[src/rtl/ntt_layer_sequencer.sv]
// Layer/butterfly sequencer for an in-place 7-layer Kyber NTT/INTT over a dual-port RAM.
// Issues one butterfly per cycle, tracks addresses through the read+butterfly latency, drains between layers.
module ntt_layer_sequencer #(
  parameter int BF_LAT = 7,
  parameter int RD_LAT = 1
) (
  input  logic        clk,
  input  logic        reset,
  input  logic        start,
  input  logic        mode,
  output logic        busy,
  output logic        done,
  output logic        ram_rd_en,
  output logic [7:0]  ram_rd_addr_a,
  output logic [7:0]  ram_rd_addr_b,
  input  logic [11:0] ram_rd_data_a,
  input  logic [11:0] ram_rd_data_b,
  output logic [6:0]  zeta_idx,
  input  logic [11:0] zeta_in,
  output logic [1:0]  bf_operation,
  output logic        bf_valid_in,
  output logic [11:0] bf_a_in,
  output logic [11:0] bf_b_in,
  output logic [11:0] bf_zeta,
  input  logic [11:0] bf_a_out,
  input  logic [11:0] bf_b_out,
  input  logic        bf_valid_out,
  output logic        ram_wr_en,
  output logic [7:0]  ram_wr_addr_a,
  output logic [7:0]  ram_wr_addr_b,
  output logic [11:0] ram_wr_data_a,
  output logic [11:0] ram_wr_data_b,
  output logic        seq_err
);

  localparam int DEPTH = RD_LAT + BF_LAT;
  localparam int CW    = $clog2(DEPTH + 1);
  localparam logic [CW-1:0] CNT_ONE  = {{(CW-1){1'b0}}, 1'b1};
  localparam logic [CW-1:0] CNT_ZERO = {CW{1'b0}};

  typedef enum logic [1:0] {IDLE, ISSUE, DRAIN, DONE} state_t;

  state_t         state_r;
  logic           mode_r;
  logic [2:0]     layer_r;
  logic [6:0]     i_r;
  logic [6:0]     o_r;
  logic [7:0]     len_r;
  logic [DEPTH-1:0] dl_valid_r;
  logic [7:0]     dl_addr_a_r [DEPTH];
  logic [7:0]     dl_addr_b_r [DEPTH];
  logic [CW-1:0]  in_flight_r;

  logic           tail_valid_s;
  logic           err_s;
  logic           wrap_s;
  logic [7:0]     nxt_addr_a_s;
  logic [6:0]     nxt_zeta_s;
  logic [6:0]     layer_zeta_s;
  logic [7:0]     next_len_s;
  logic [CW-1:0]  in_flight_next_s;

  assign bf_a_in       = ram_rd_data_a;
  assign bf_b_in       = ram_rd_data_b;
  assign bf_zeta       = zeta_in;
  assign tail_valid_s  = dl_valid_r[DEPTH-1];
  assign ram_wr_en     = bf_valid_out & tail_valid_s;
  assign ram_wr_addr_a = dl_addr_a_r[DEPTH-1];
  assign ram_wr_addr_b = dl_addr_b_r[DEPTH-1];
  assign ram_wr_data_a = bf_a_out;
  assign ram_wr_data_b = bf_b_out;
  // Any disagreement between result strobe and tracked tail is a sequencing error.
  assign err_s         = bf_valid_out ^ tail_valid_s;

  // Next butterfly address/twiddle within a layer, and twiddle/len for the following layer.
  always_comb begin
    wrap_s       = ({1'b0, o_r} == (len_r - 8'd1));
    nxt_addr_a_s = ram_rd_addr_a + 8'd1;
    nxt_zeta_s   = zeta_idx;
    layer_zeta_s = mode_r ? (zeta_idx - 7'd1) : (zeta_idx + 7'd1);
    next_len_s   = mode_r ? {len_r[6:0], 1'b0} : {1'b0, len_r[7:1]};
    if (wrap_s) begin
      nxt_addr_a_s = ram_rd_addr_a + len_r + 8'd1;
      nxt_zeta_s   = layer_zeta_s;
    end else begin
      nxt_addr_a_s = ram_rd_addr_a + 8'd1;
      nxt_zeta_s   = zeta_idx;
    end
  end

  // In-flight count after this cycle's push/pop.
  always_comb begin
    in_flight_next_s = in_flight_r;
    case ({ram_rd_en, tail_valid_s})
      2'b10:   in_flight_next_s = in_flight_r + CNT_ONE;
      2'b01:   in_flight_next_s = in_flight_r - CNT_ONE;
      default: in_flight_next_s = in_flight_r;
    endcase
  end

  // Control FSM, registered outputs and address delay line.
  always_ff @(posedge clk) begin
    if (reset) begin
      state_r       <= IDLE;
      mode_r        <= 1'b0;
      layer_r       <= 3'd0;
      i_r           <= 7'd0;
      o_r           <= 7'd0;
      len_r         <= 8'd0;
      busy          <= 1'b0;
      done          <= 1'b0;
      ram_rd_en     <= 1'b0;
      ram_rd_addr_a <= 8'd0;
      ram_rd_addr_b <= 8'd0;
      zeta_idx      <= 7'd0;
      bf_operation  <= 2'b00;
      bf_valid_in   <= 1'b0;
      seq_err       <= 1'b0;
      in_flight_r   <= CNT_ZERO;
      dl_valid_r    <= {DEPTH{1'b0}};
      for (int k = 0; k < DEPTH; k++) begin
        dl_addr_a_r[k] <= 8'd0;
        dl_addr_b_r[k] <= 8'd0;
      end
    end else begin
      dl_valid_r     <= {dl_valid_r[DEPTH-2:0], ram_rd_en};
      dl_addr_a_r[0] <= ram_rd_addr_a;
      dl_addr_b_r[0] <= ram_rd_addr_b;
      for (int k = 1; k < DEPTH; k++) begin
        dl_addr_a_r[k] <= dl_addr_a_r[k-1];
        dl_addr_b_r[k] <= dl_addr_b_r[k-1];
      end
      in_flight_r <= in_flight_next_s;
      bf_valid_in <= ram_rd_en;

      case (state_r)
        IDLE: begin
          done <= 1'b0;
          if (start) begin
            mode_r        <= mode;
            bf_operation  <= {1'b0, mode};
            layer_r       <= 3'd0;
            i_r           <= 7'd0;
            o_r           <= 7'd0;
            len_r         <= mode ? 8'd2 : 8'd128;
            ram_rd_en     <= 1'b1;
            ram_rd_addr_a <= 8'd0;
            ram_rd_addr_b <= mode ? 8'd2 : 8'd128;
            zeta_idx      <= mode ? 7'd127 : 7'd1;
            busy          <= 1'b1;
            seq_err       <= 1'b0;
            state_r       <= ISSUE;
          end else begin
            state_r <= IDLE;
          end
        end
        ISSUE: begin
          if (i_r == 7'd127) begin
            ram_rd_en <= 1'b0;
            state_r   <= DRAIN;
          end else begin
            i_r           <= i_r + 7'd1;
            o_r           <= wrap_s ? 7'd0 : (o_r + 7'd1);
            ram_rd_addr_a <= nxt_addr_a_s;
            ram_rd_addr_b <= nxt_addr_a_s + len_r;
            zeta_idx      <= nxt_zeta_s;
            state_r       <= ISSUE;
          end
        end
        DRAIN: begin
          // Next layer may read as soon as the last write of this layer has landed.
          if (in_flight_next_s == CNT_ZERO) begin
            if (layer_r == 3'd6) begin
              done    <= 1'b1;
              busy    <= 1'b0;
              state_r <= DONE;
            end else begin
              layer_r       <= layer_r + 3'd1;
              len_r         <= next_len_s;
              i_r           <= 7'd0;
              o_r           <= 7'd0;
              ram_rd_addr_a <= 8'd0;
              ram_rd_addr_b <= next_len_s;
              zeta_idx      <= layer_zeta_s;
              ram_rd_en     <= 1'b1;
              state_r       <= ISSUE;
            end
          end else begin
            state_r <= DRAIN;
          end
        end
        DONE: begin
          done    <= 1'b0;
          state_r <= IDLE;
        end
        default: begin
          state_r <= IDLE;
        end
      endcase

      if (err_s) begin
        seq_err <= 1'b1;
      end
    end
  end

endmodule
[config.mk]
export PLATFORM = sky130hd
export DESIGN_NAME = ntt_layer_sequencer
export DESIGN_NICKNAME = d
export VERILOG_FILES = /design/src/rtl/ntt_layer_sequencer.sv
export SDC_FILE = /design/constraint.sdc
export NUM_CORES = 1
export LEC_CHECK = 0
export CORE_ASPECT_RATIO = 0.9
export CORE_MARGIN = 2
export CORE_UTILIZATION = 56
export CTS_CLUSTER_SIZE = 24
export DETAILED_ROUTE_END_ITERATION = 6
export MAX_ROUTING_LAYER = met4
export PLACE_DENSITY = 0.86
export REMOVE_ABC_BUFFERS = 1
export SLEW_MARGIN = 10
export SYNTH_ARGS = -nofsm -noshare
export SYNTH_HDL_FRONTEND = slang
export SYNTH_SLANG_ARGS = --single-unit
[constraint.sdc]
create_clock -name clk -period 11.49 [get_ports clk]
set_input_delay 3.447 -clock clk [delete_from_list [all_inputs] [get_ports clk]]
set_output_delay 3.447 -clock clk [all_outputs]
set_load 0.01 [all_outputs]
==> flow_metrics.py <==
metrics = {
    "power": {
        "power_leakage_nw": 3.497,
        "power_frac_clock_pct": 42.6,
        "power_frac_comb_pct": 8.1,
        "p_sw_mw": 0.3575,
        "seqPwrFrac_pct": 49.3,
        "ir_worst_vdd_v": 0.0001052,
        "power.density_nw_per_um2": 154.8,
        "swShare_pct": 25.28,
        "p_int_mw": 1.056,
    },
    "timing": {
        "drv_slew": 0,
        "holdWs_ns": 0.4328,
        "fmax_mhz": 124.7,
        "max_slew_margin_pct": 39.26,
        "setup_violations": 0,
        "rsz0062_at_grt": "no",
        "fin_ws_ns": 3.469,
        "tightest_slew_ns": 0.9110,
        "final.setup.tns_ns": 0,
        "hold_violations": 0,
        "period_needed_ns": 8.021,
        "finalCritPeriodShare_pct": 69.80,
        "fin_skew_ns": 0.008532,
    },
    "routing": {
        "drt-pass1-iter-count": 5,
        "wl_per_cell_um": 18.18,
        "remaining_drc_errors": 0,
        "via_count": 5805,
        "drt-initial-drc-count": 380,
        "vias_per_cell": 5.529,
        "routed_wl_mm": 19.09,
        "ant_nets": 0,
    },
    "global_routing": {
        "gr-total-overflow": 0,
        "antenna_found_initial": 0,
        "grt_max_degree": 98,
        "grt_pass1_vias": 5264,
        "track_usage_pct": 24.96,
        "grt_pass1_wl_mm": 29.85,
    },
    "worst_hold_path": {
        "hold_path_class": "flip-flop to flip-flop",
    },
    "synthesis": {
        "async_flop_share_pct": 0,
        "synth_warnings": 0,
        "synthFlopType": "dfxtp_1",
        "synth-edff-count": 0,
        "netlist_area_um2": 8503,
        "synth_cell_types": 79,
        "ys_ff_latch": 195,
        "synthCells": 884,
        "postSynthAreaPerCell_um2": 9.619,
        "yosysSeqAreaShare_pct": 45.91,
    },
    "clock_network": {
        "insertion_delay_ns": 0.43,
        "clk_pin_slew_ns": 0.07,
        "ctsHoldBuffers": 0,
        "post_cts_buffers": 0,
        "clock_sinks": 195,
        "clk_path_buf_depth": 2,
        "root_buffer": "clkbuf_16",
        "cts_tree": "yes",
        "numCtsBuffers": 17,
        "ctsResizeCount": 0,
        "htreeDepth": 4,
    },
    "final_layout": {
        "finalNetCount": 941,
        "area_growth_syn_to_layout_pct": 7.401,
        "seqCellArea_um2": 3904,
        "n_fill_cell": 1174,
        "final_common_cell": "dfxtp_1",
        "diodes": 0,
        "multi_input_area_um2": 3727,
        "drive_above_1_share_pct": 6.690,
        "layout_common_cells": "dfxtp_1 (195), nor2b_1 (145), nor2_1 (56)",
        "fin_area_um2": 9133,
    },
    "setup_path": {
        "path_buf_inv": 2,
        "crit_top_cell": "clkdlybuf4s50_1",
        "crit_family": "buffers and inverters",
        "critPathMaxStageDelay_ns": 0.53,
        "crit_type": "input port to primary output",
        "required_ns": 8.04,
        "slowest_stage": "clkdlybuf4s50_1",
        "start_kind": "input port",
        "cp-end-kind": "primary output",
        "crit_chain": "clkdlybuf4s50_1 -> ha_1 -> clkdlybuf4s50_1",
        "crit_arrival_ns": 4.57,
        "crit_fanout": 1,
    },
    "run": {
        "maxCapViolCount": 0,
    },
    "place": {
        "gp_congestion": 0.8572,
        "placed_area_um2": 8516,
        "port_buffers": 50,
        "post-place-ws_ns": 3.472,
        "place_hpwl_mm": 12.76,
    },
    "outcome": {
        "status": "completed",
    },
    "floorplan": {
        "rows": 42,
        "ios": 172,
        "die_x_um": 133.9,
        "start_util_pct": 57.58,
        "die_area_um2": 16190,
        "die_h_um": 120.9,
        "core-area_um2": 14770,
    },
}
[synth_stat cells, types with 16 or more instances]
| cell type | n | area share [%] |
|---|---|---|
| a21oi_1 | 40 | 2.4 |
| buf_4 | 79 | 7.0 |
| clkbuf_1 | 27 | 1.2 |
| dfxtp_1 | 195 | 46 |
| ha_1 | 33 | 4.9 |
| inv_1 | 30 | 1.3 |
| mux2i_1 | 16 | 1.9 |
| nand2_1 | 42 | 1.9 |
| nand3_1 | 20 | 1.2 |
| nor2_1 | 56 | 2.5 |
| nor2b_1 | 145 | 11 |
| o21ai_0 | 19 | 1.1 |
| xnor2_1 | 24 | 2.5 |
[through the flow]
step	total power, mW	util (%)	instances
after detailed placement	0.8262	57.67	1018
after global placement	0.8233	57.67	1018
final	1.414	61.85	1050
after global routing	1.462	61.85	1050
after CTS	1.422	61.85	1050
after floorplan	0.7828	-	767
[area by class of cell]
| cell class | count | area share [%] |
|---|---|---|
| Multi-Input combinational cell | 541 | 40.81 |
| Inverter | 31 | 1.274 |
| Timing Repair Buffer | 53 | 5.699 |
| Sequential cell | 195 | 42.75 |
| Clock inverter | 13 | 1.795 |
| Clock buffer | 19 | 4.960 |
| Tap cell | 198 | 2.713 |
[metal layers]
| layer | wire length [um] | GRT usage, % | vias up |
|---|---|---|---|
| met4 | 193 | 5.319 | 0 |
| li1 | - | - | 2795 |
| met5 | 0 | - | - |
| met1 | 8642 | 31.52 | 2754 |
| met2 | 7807 | 33.72 | 234 |
| met3 | 2449 | 15.58 | 22 |
[state kept, by name (all words and copies together), names as in the netlist, 2 cells and up]
signal / flops
zeta_idx: 7
o_r: 7
ram_rd_addr_a: 8
dl_valid_r: 8
len_r: 8
ram_rd_addr_b: 8
i_r: 7
dl_addr_a_r: 64
state_r: 2
dl_addr_b_r: 64
in_flight_r: 4
layer_r: 3
[worst paths after layout]
check,start,end,slack (ns),cells after the start
max,bf_valid_out,ram_wr_en,3.47,3
min,dl_addr_a_r[0][23],dl_addr_a_r[0][31],0.43,1
max reg2reg,len_r[1],ram_rd_addr_b[6],7.05,16
min reg2reg,dl_addr_a_r[0][23],dl_addr_a_r[0][31],0.43,1
[power by group through the flow]
stage | registers (mW) | logic (mW) | clock network [mW]
2_1_floorplan | 0.714 | 0.0692 | 0
3_3_place_gp | 0.712 | 0.111 | 0
6_report | 0.697 | 0.115 | 0.602
4_1_cts | 0.697 | 0.115 | 0.611
3_5_place_dp | 0.713 | 0.114 | 0
5_1_grt | 0.698 | 0.128 | 0.636
[cell families after synthesis]
| family | after synthesis | synth area share, % |
|---|---|---|
| buf+inv | 148 | 10.31 |
| fa+ha+maj | 37 | 5.798 |
| xor+xnor | 36 | 3.708 |
| other cells | 1 | 0.04410 |
| flops | 195 | 45.91 |
| compound gates | 131 | 11.10 |
| mux | 18 | 2.148 |
| simple gates | 318 | 20.98 |
No activity file was read; power rests on OpenSTA's default activity.
